[config.mk]
export PLATFORM = sky130hd
export DESIGN_NAME = line_scanner_flat
export DESIGN_NICKNAME = d
export VERILOG_FILES = /design/src/rtl/line_scanner_if.sv /design/src/rtl/line_scanner.sv /design/src/flat_wrapper.sv
export SDC_FILE = /design/constraint.sdc
export NUM_CORES = 1
export LEC_CHECK = 0
export CAP_MARGIN = 20
export CORE_UTILIZATION = 49
export DETAILED_ROUTE_END_ITERATION = 8
export GPL_ROUTABILITY_DRIVEN = 1
export PLACE_DENSITY = 0.86
export REMOVE_ABC_BUFFERS = 1
export SLEW_MARGIN = 20
export SYNTH_ARGS = -nofsm -noshare
export SYNTH_HDL_FRONTEND = slang
export SYNTH_SLANG_ARGS = --single-unit
export TNS_END_PERCENT = 10
[constraint.sdc]
create_clock -name clk -period 3.2 [get_ports clk]
set_input_delay 0.96 -clock clk [delete_from_list [all_inputs] [get_ports clk]]
set_output_delay 0.96 -clock clk [all_outputs]
set_load 0.03 [all_outputs]
[src/rtl/line_scanner_if.sv]
// line_scanner_if: request, board-read and result signals of line_scanner.
// master = requester / board memory side, slave = the scanner itself.
interface line_scanner_if;
   logic       start;
   logic [4:0] Xin, Yin;
   logic [1:0] player;
   logic       READ;
   logic [4:0] XlocV, YlocV, XlocH, YlocH, XlocNE, YlocNE, XlocNW, YlocNW;
   logic [1:0] verticleDataIN, horizontalDataIN, NEDataIN, NWDataIN;
   logic       busy, done;
   logic [3:0] runV, runH, runNE, runNW;
   logic       win;

   modport master (
      output start, Xin, Yin, player,
      output verticleDataIN, horizontalDataIN, NEDataIN, NWDataIN,
      input  READ, XlocV, YlocV, XlocH, YlocH, XlocNE, YlocNE, XlocNW, YlocNW,
      input  busy, done, runV, runH, runNE, runNW, win
   );

   modport slave (
      input  start, Xin, Yin, player,
      input  verticleDataIN, horizontalDataIN, NEDataIN, NWDataIN,
      output READ, XlocV, YlocV, XlocH, YlocH, XlocNE, YlocNE, XlocNW, YlocNW,
      output busy, done, runV, runH, runNE, runNW, win
   );
endinterface

[src/rtl/line_scanner.sv]
// line_scanner: scans 2*SPAN+1 cells through a centre point in four directions
// (vertical, horizontal, NE and NW diagonals) and reports the longest run of
// the requested colour in each, plus a win flag when any run reaches WIN_LEN.
// Optional build macro SCAN_WIN_STICKY_EN: win stays set until reset.
module line_scanner #(
   parameter int WIN_LEN = 6,
   parameter int SPAN    = 5
) (
   input logic         clk,
   input logic         reset,
   line_scanner_if.slave bus
);

   typedef enum logic [1:0] {IDLE, ISSUE, DRAIN, DONE} state_t;

   state_t state, state_nxt;

   logic [4:0]        xc, yc;
   logic [1:0]        pl;
   logic signed [5:0] d;
   logic              rd_q;
   logic [3:0]        inb_q;       // 0=V 1=H 2=NE 3=NW
   logic [3:0][3:0]   cur_q, max_q, cur_nxt, max_nxt, run_q;
   logic              win_q, any_win;
   logic signed [5:0] xs, ys, xp, xm, yp, ym;
   logic [3:0]        inb;
   logic [3:0][1:0]   dat;

   function automatic logic on_board(input logic signed [5:0] v);
      return (v >= 6'sd0) && (v <= 6'sd18);
   endfunction

   function automatic logic [4:0] addr(input logic signed [5:0] v);
      return on_board(v) ? v[4:0] : '0;
   endfunction

   // 6-bit signed coordinates for the current offset
   always_comb begin
      xs  = signed'({1'b0, xc});
      ys  = signed'({1'b0, yc});
      xp  = xs + d;
      xm  = xs - d;
      yp  = ys + d;
      ym  = ys - d;
      inb[0] = on_board(xs) && on_board(yp);
      inb[1] = on_board(xp) && on_board(ys);
      inb[2] = on_board(xp) && on_board(ym);
      inb[3] = on_board(xm) && on_board(ym);
   end

   // state register
   always_ff @(posedge clk or posedge reset) begin
      if (reset) state <= IDLE;
      else       state <= state_nxt;
   end

   // next state, read strobe, addresses and status outputs
   always_comb begin
      state_nxt  = state;
      bus.READ   = 1'b0;
      bus.busy   = 1'b0;
      bus.done   = 1'b0;
      bus.XlocV  = '0;
      bus.YlocV  = '0;
      bus.XlocH  = '0;
      bus.YlocH  = '0;
      bus.XlocNE = '0;
      bus.YlocNE = '0;
      bus.XlocNW = '0;
      bus.YlocNW = '0;
      case (state)
         IDLE: begin
            if (bus.start) state_nxt = ISSUE;
         end
         ISSUE: begin
            bus.READ   = 1'b1;
            bus.busy   = 1'b1;
            bus.XlocV  = addr(xs);
            bus.YlocV  = addr(yp);
            bus.XlocH  = addr(xp);
            bus.YlocH  = addr(ys);
            bus.XlocNE = addr(xp);
            bus.YlocNE = addr(ym);
            bus.XlocNW = addr(xm);
            bus.YlocNW = addr(ym);
            if (d == 6'(SPAN)) state_nxt = DRAIN;
         end
         DRAIN: begin
            bus.busy  = 1'b1;
            state_nxt = DONE;
         end
         DONE: begin
            bus.busy  = 1'b1;
            bus.done  = 1'b1;
            state_nxt = IDLE;
         end
         default: state_nxt = IDLE;
      endcase
   end

   // run counters for the cell returned by the previous read
   always_comb begin
      dat[0]  = bus.verticleDataIN;
      dat[1]  = bus.horizontalDataIN;
      dat[2]  = bus.NEDataIN;
      dat[3]  = bus.NWDataIN;
      cur_nxt = cur_q;
      max_nxt = max_q;
      any_win = 1'b0;
      for (int unsigned i = 0; i < 4; i++) begin
         if (rd_q) begin
            if (inb_q[i] && (pl != 2'd0) && (dat[i] == pl)) begin
               cur_nxt[i] = (cur_q[i] == 4'd11) ? 4'd11 : cur_q[i] + 4'd1;
               if (cur_nxt[i] > max_q[i]) max_nxt[i] = cur_nxt[i];
            end else begin
               cur_nxt[i] = '0;
            end
         end
         if (int'(max_nxt[i]) >= WIN_LEN) any_win = 1'b1;
      end
   end

   // request latch, offset walk, data pipeline and result registers
   // (results load in DRAIN from max_nxt so the last cell, consumed in
   // DRAIN, is included by the time DONE presents them)
   always_ff @(posedge clk or posedge reset) begin
      if (reset) begin
         xc    <= '0;
         yc    <= '0;
         pl    <= '0;
         d     <= '0;
         rd_q  <= 1'b0;
         inb_q <= '0;
         cur_q <= '0;
         max_q <= '0;
         run_q <= '0;
         win_q <= 1'b0;
      end else begin
         rd_q  <= (state == ISSUE);
         inb_q <= inb;
         if (state == IDLE && bus.start) begin
            xc    <= bus.Xin;
            yc    <= bus.Yin;
            pl    <= bus.player;
            d     <= 6'(-SPAN);
            cur_q <= '0;
            max_q <= '0;
         end else begin
            if (state == ISSUE) d <= d + 6'sd1;
            cur_q <= cur_nxt;
            max_q <= max_nxt;
         end
         if (state == DRAIN) begin
            run_q <= max_nxt;
`ifdef SCAN_WIN_STICKY_EN
            win_q <= win_q | any_win;
`else
            win_q <= any_win;
`endif
         end
      end
   end

   assign bus.runV  = run_q[0];
   assign bus.runH  = run_q[1];
   assign bus.runNE = run_q[2];
   assign bus.runNW = run_q[3];
   assign bus.win   = win_q;

endmodule

[src/flat_wrapper.sv]
// flat-port wrapper written by rule: the top's interface ports become plain ports
module line_scanner_flat 
#(
   parameter int WIN_LEN = 6,
   parameter int SPAN    = 5
)
  (clk, reset, bus_start, bus_Xin, bus_Yin, bus_player, bus_verticleDataIN, bus_horizontalDataIN, bus_NEDataIN, bus_NWDataIN, bus_READ, bus_XlocV, bus_YlocV, bus_XlocH, bus_YlocH, bus_XlocNE, bus_YlocNE, bus_XlocNW, bus_YlocNW, bus_busy, bus_done, bus_runV, bus_runH, bus_runNE, bus_runNW, bus_win);
  line_scanner_if bus_i ();
  input logic clk;
  input logic reset;
  input wire logic [$bits(bus_i.start)-1:0] bus_start;
  input wire logic [$bits(bus_i.Xin)-1:0] bus_Xin;
  input wire logic [$bits(bus_i.Yin)-1:0] bus_Yin;
  input wire logic [$bits(bus_i.player)-1:0] bus_player;
  input wire logic [$bits(bus_i.verticleDataIN)-1:0] bus_verticleDataIN;
  input wire logic [$bits(bus_i.horizontalDataIN)-1:0] bus_horizontalDataIN;
  input wire logic [$bits(bus_i.NEDataIN)-1:0] bus_NEDataIN;
  input wire logic [$bits(bus_i.NWDataIN)-1:0] bus_NWDataIN;
  output wire logic [$bits(bus_i.READ)-1:0] bus_READ;
  output wire logic [$bits(bus_i.XlocV)-1:0] bus_XlocV;
  output wire logic [$bits(bus_i.YlocV)-1:0] bus_YlocV;
  output wire logic [$bits(bus_i.XlocH)-1:0] bus_XlocH;
  output wire logic [$bits(bus_i.YlocH)-1:0] bus_YlocH;
  output wire logic [$bits(bus_i.XlocNE)-1:0] bus_XlocNE;
  output wire logic [$bits(bus_i.YlocNE)-1:0] bus_YlocNE;
  output wire logic [$bits(bus_i.XlocNW)-1:0] bus_XlocNW;
  output wire logic [$bits(bus_i.YlocNW)-1:0] bus_YlocNW;
  output wire logic [$bits(bus_i.busy)-1:0] bus_busy;
  output wire logic [$bits(bus_i.done)-1:0] bus_done;
  output wire logic [$bits(bus_i.runV)-1:0] bus_runV;
  output wire logic [$bits(bus_i.runH)-1:0] bus_runH;
  output wire logic [$bits(bus_i.runNE)-1:0] bus_runNE;
  output wire logic [$bits(bus_i.runNW)-1:0] bus_runNW;
  output wire logic [$bits(bus_i.win)-1:0] bus_win;
  assign bus_i.start = bus_start;
  assign bus_i.Xin = bus_Xin;
  assign bus_i.Yin = bus_Yin;
  assign bus_i.player = bus_player;
  assign bus_i.verticleDataIN = bus_verticleDataIN;
  assign bus_i.horizontalDataIN = bus_horizontalDataIN;
  assign bus_i.NEDataIN = bus_NEDataIN;
  assign bus_i.NWDataIN = bus_NWDataIN;
  assign bus_READ = bus_i.READ;
  assign bus_XlocV = bus_i.XlocV;
  assign bus_YlocV = bus_i.YlocV;
  assign bus_XlocH = bus_i.XlocH;
  assign bus_YlocH = bus_i.YlocH;
  assign bus_XlocNE = bus_i.XlocNE;
  assign bus_YlocNE = bus_i.YlocNE;
  assign bus_XlocNW = bus_i.XlocNW;
  assign bus_YlocNW = bus_i.YlocNW;
  assign bus_busy = bus_i.busy;
  assign bus_done = bus_i.done;
  assign bus_runV = bus_i.runV;
  assign bus_runH = bus_i.runH;
  assign bus_runNE = bus_i.runNE;
  assign bus_runNW = bus_i.runNW;
  assign bus_win = bus_i.win;
  line_scanner #(.WIN_LEN(WIN_LEN), .SPAN(SPAN)) u_core (.clk(clk), .reset(reset), .bus(bus_i));
endmodule
* Word level (Yosys, flattened, before mapping)
Cells that the tools add are included.
Word-level totals: flip-flop bits (word level) 74, word-level logic and storage cells 138
Operators by class: add/subtract/negate cells 9, $lt $le $gt $ge 20, equal/unequal tests 14, muxes and demuxes 50, reduce and logical (&&, ||, !) cells 25
Operators by type and width (count):
- $mux W4 | 24
- $mux W5 | 12
- $mux W16 | 2
- $ge A6 B1 Y1 const B | 4
- $le A6 B6 Y1 const B | 4
- $logic_and A1 B1 Y1 | 19
- $add A4 B1 Y4 const B | 4
- $eq A4 B4 Y1 const B | 4
- $ge A4 B3 Y1 const B | 4
- $gt A4 B4 Y1 | 4
- $add A6 B6 Y6 | 2
- $mux W6 | 2
- $sub A6 B6 Y6 | 2
- $ge A5 B1 Y1 const B | 2
- $le A5 B5 Y1 const B | 2
- $eq A2 B2 Y1 | 4
- $pmux W2 S4 | 1
- $mux W1 | 7
- $add A6 B2 Y6 const B | 1
- $eq A6 B4 Y1 const B | 1
- $reduce_bool A2 Y1 | 3
- $eq A2 B2 Y1 const B | 2
- $mux W2 | 2
- $reduce_or A3 Y1 | 1
- other kinds (5) | 5

* Depth between registers and ports, before layout
Gate-level depths: netlist of run 1.
depth after elaboration 11, gate-level depth with buffers 11, gate-level depth less buffers 11

* Least setup slack after synthesis of run 1
No wires, ideal clock.
path type flip-flop to output port, start register u_core.d[1], end output port bus_XlocNW[3], data arrival time 2.901 ns, data required time 2.240 ns, path slack -0.661 ns, cell stages (with the launch flop) 9, buffers on the path 0, path through dfrtp_1 inv_1 ha_1 nor2b_1 o21ai_0 a21boi_0 o21ai_0 a22oi_1 nor4bb_1
Between the ends: longest elaborated chain between the ends 5, elaborated cells between the ends (all ways) 6, classes of those cells 1 x add/sub; 2 x order compare; 2 x mux; 1 x reduce/logical
RTL lines:
- start: declaration | line line_scanner.sv:20 | logic signed [5:0] d;
- start signal: assignment | line line_scanner.sv:145 | d <= 6'(-SPAN);
- start signal: assignment | line line_scanner.sv:149 | if (state == ISSUE) d <= d + 6'sd1;
- $sub A6 B6 Y6 * | line line_scanner.sv:42 | xm = xs - d;
- $ge A6 B1 Y1 / $le A6 B6 Y1 (equally long branches) | line line_scanner.sv:30 | return (v >= 6'sd0) && (v <= 6'sd18);
- $logic_and A1 B1 Y1 | line line_scanner.sv:30
- $mux W5 * | line line_scanner.sv:34 | return on_board(v) ? v[4:0] : '0;
- $mux W5 * | line line_scanner.sv:71 | case (state)
- end: declaration | line flat_wrapper.sv:26 | output wire logic [$bits(bus_i.XlocNW)-1:0] bus_XlocNW;
Mark *: on every way between the ends. The rest lies on a longest branch, timed or not.

* Worst setup path in the final report of run 1
start register u_core.d[0], end output port bus_YlocNW[0]
Between the ends: longest elaborated chain between the ends 5, elaborated cells between the ends (all ways) 6, classes of those cells 1 x add/sub; 2 x order compare; 2 x mux; 1 x reduce/logical
RTL lines:
- $sub A6 B6 Y6 * | line line_scanner.sv:44 | ym = ys - d;
- $ge A6 B1 Y1 / $le A6 B6 Y1 (equally long branches) | line line_scanner.sv:30
- $logic_and A1 B1 Y1 | line line_scanner.sv:30
- $mux W5 * | line line_scanner.sv:34
- $mux W5 * | line line_scanner.sv:71
- end: declaration | line flat_wrapper.sv:27 | output wire logic [$bits(bus_i.YlocNW)-1:0] bus_YlocNW;
Marks and branches as above.

==> results.json, run 1 <==
{
  "synth.ff_latch_count": 74,
  "ys_seq_area_share_pct": 36.7,
  "syn2layout_area_growth_pct": 37.4,
  "crit_family": "buffers and inverters",
  "clockRootBuffer": "clkbuf_8",
  "syn-instance-count": 540,
  "port_buffers": 82,
  "hold_viol": 0,
  "netlist-cell-type-count": 62,
  "layoutNonFillerInstCount": 808,
  "die_h_um": 103,
  "finalWirelength_mm": 14.3,
  "layout_setup_ws_ns": -0.555,
  "critical_path.endpoint_type": "output pin",
  "path_cells": "buf_6, ha_4, buf_4, nor2b_1, o21ai_0, a21boi_1, buf_4, o21ai_0, a22oi_1, buf_4, and3_4, buf_6",
  "worstPathRequired_ns": 2.24,
  "critPathKind": "reg -> out",
  "clk_latency_ns": 0.35,
  "path_max_fanout": 6,
  "tns_ns": -13.80,
  "fin_nets": 746,
  "setup_viol": 30,
  "antenna_found_initial": 0,
  "final_layout_size_suffix_gt1_share_pct": 29.9,
  "clk_pin_slew_worst_paths_ns": 0.08,
  "initialDrtViolationCount": 213,
  "start_kind": "register",
  "clock_sinks": 74,
  "cpMostUsedCell": "buf_4",
  "max-vdd-ir-drop_uv": 1160,
  "grt_setup_unrepaired": "true",
  "dieArea_um2": 10700,
  "grt_max_degree": 40,
  "drtAntennaViolNets": 0,
  "post-place-ws_ns": -0.471,
  "max_cap_viol_count": 0,
  "grt_pass1_vias": 4500,
  "antenna_cells": 0,
  "ctsHtreeMaxLevel": 3,
  "grt_usage_pct": 26.6,
  "violations": "setup timing",
  "ctsLongestPathBuffers": 2,
  "finalCriticalPeriod_ns": 3.75,
  "grt_overflow_total": 0,
  "path_buf_inv": 5,
  "yosys_warnings": 0,
  "rows": 36,
  "status": "finished with violations",
  "layout_common_cells": "73 x nand2_1, 73 x dfrtp_1, 71 x buf_4, 42 x clkdlybuf4s50_1, 37 x ha_1",
  "fin_skew_ns": 0.0101,
  "syn_area_per_cell_um2": 9.33,
  "holdWs_ns": 0.488,
  "grt_pass1_wl_mm": 21.6,
  "gp_routability_congestion": 0.897,
  "cts_tree": "yes",
  "ys_async_sr_fraction_pct": 100,
  "synth_area_um2": 5040,
  "hpwl_mm": 9.84,
  "cts_buffers": 9,
  "period_share_pct": 117,
  "die_x_um": 103,
  "firstDrtPassIters": 5,
  "p_per_area_nw_per_um2": 1120,
  "worstPathArrival_ns": 2.79,
  "drc": 0,
  "tightest_slew_ns": 0.711,
  "io_pins": 83,
  "core_um2": 9860,
  "hold_class": "reg -> reg",
  "initial_core_util_pct": 51.1,
  "slew-limit-headroom_pct": 52.6,
  "synth_ff_type": "dfrtp_1",
  "critical-path-max-stage-delay_ns": 0.49,
  "placedCellCount": 783,
  "synth_edf_count": 0,
  "crit_slowest_cell": "dfrtp_2",
  "fin_util_pct": 70.2,
  "vias": 4612,
  "fmax_mhz": 266,
  "via_per_inst": 5.71,
  "wl_per_cell_um": 17.7,
  "maxSlewViolCount": 0,
  "p_leak_uw": 0.00333
}
kinds of logic after synthesis:
| kind of cell | count (synthesis) | share of synthesized area, % |
|---|---|---|
| adders and majority gates | 49 | 12.8 |
| muxes | 29 | 6.50 |
| AOI/OAI and AO/OA | 95 | 13.1 |
| and+or+nand+nor | 208 | 21.9 |
| buffers and inverters | 66 | 5.68 |
| xor gates and xnor gates | 19 | 3.30 |
| DFF | 74 | 36.7 |
layout make-up:
type                       count  area [µm²]
multi-input combinational    400        3220
clock inverter                 1        5.00
inverter                      38         145
clock buffer                  11         141
sequential                    74        1850
timing repair buffer         151        1390
fill                         711        2940
tap                          133         166
power by group:
group          internal, µW  switching [µW]
Sequential             1150             225
Combinational          2800            3020
Clock                   284             318
cell usage after synthesis (8+ instances only):
cell type	instances	share of area, %
a21oi_1	23	2.3
and3_1	28	3.5
nor2_1	19	1.4
inv_1	37	2.8
mux2_2	15	3.4
nand2_1	73	5.4
nand2b_1	13	1.6
and2_1	18	2.2
buf_4	10	1.5
dfrtp_1	74	37
nor3_1	8	0.79
mux2i_1	8	1.6
a22o_1	16	2.8
clkbuf_1	15	1.1
xnor2_1	13	2.3
ha_1	45	11
o21ai_0	22	2.2
nand3_1	11	1.1
metrics by stage:
| stage | cell area, µm² | total power [µW] |
|---|---|---|
| 2_1_floorplan | 4900 | 3910 |
| 3_3_place_gp | 6230 | 5750 |
| 3_5_place_dp | 6230 | 5870 |
| 4_1_cts | 6720 | 7140 |
| 5_1_grt | 6920 | 8220 |
| 6_report | 6920 | 7790 |
final timing paths:
path / startpoint / endpoint / slack [ns] / cells after the start
max: u_core.d[0] / bus_YlocNW[0] / -0.55 / 12
min: u_core.bus.runV[0] / u_core.bus.runV[0] / 0.49 / 1
max reg2reg: u_core.cur_q[0] / u_core.bus.win / 0.40 / 10
min reg2reg: u_core.bus.runV[0] / u_core.bus.runV[0] / 0.49 / 1
max in group asynchronous: reset / u_core.bus.runV[1] / 1.59 / 3
min in group asynchronous: reset / u_core.bus.runNW[1] / 1.00 / 2
per-layer routing:
layer	track usage, %	share of wire [%]	up-vias
met5	0	0	-
met4	11.2	3.4	0
met3	5.24	5.9	45
met2	46.8	51	175
met1	31.8	40	2251
li1	-	-	2141
registers in the layout, summed over array words and instances, names as in the netlist:
register / flops
u_core.d: 6
u_core.bus.win: 1
u_core.max_q: 16
u_core.inb_q: 4
u_core.rd_q: 1
u_core.bus.runNE: 4
u_core.bus.runV: 4
u_core.bus.runH: 4
u_core.state: 2
u_core.cur_q: 16
u_core.yc: 5
u_core.pl: 2
u_core.bus.runNW: 4
u_core.xc: 5
timing repair:
action | in CTS | in global routing
gates cloned | 0 | 0
resized for setup | 66 | 47
hold buffers | 0 | 0
endpoints found under the setup margin | 35 | 33
pin swaps | 23 | 18
endpoints found under the hold margin | 0 | 0
setup buffers | 10 | 3
No activity file was read; power rests on OpenSTA's default activity.
==> run 2: changes to the inputs <==
--- a/config.mk
+++ b/config.mk
@@ -7,6 +7,7 @@
 export LEC_CHECK = 0
 export CAP_MARGIN = 20
 export CORE_UTILIZATION = 49
+export CTS_CLUSTER_DIAMETER = 200
 export DETAILED_ROUTE_END_ITERATION = 8
 export GPL_ROUTABILITY_DRIVEN = 1
 export PLACE_DENSITY = 0.86
==> results of run 2 <==
Final layout, timing and power as in run 1 (identical DEF).
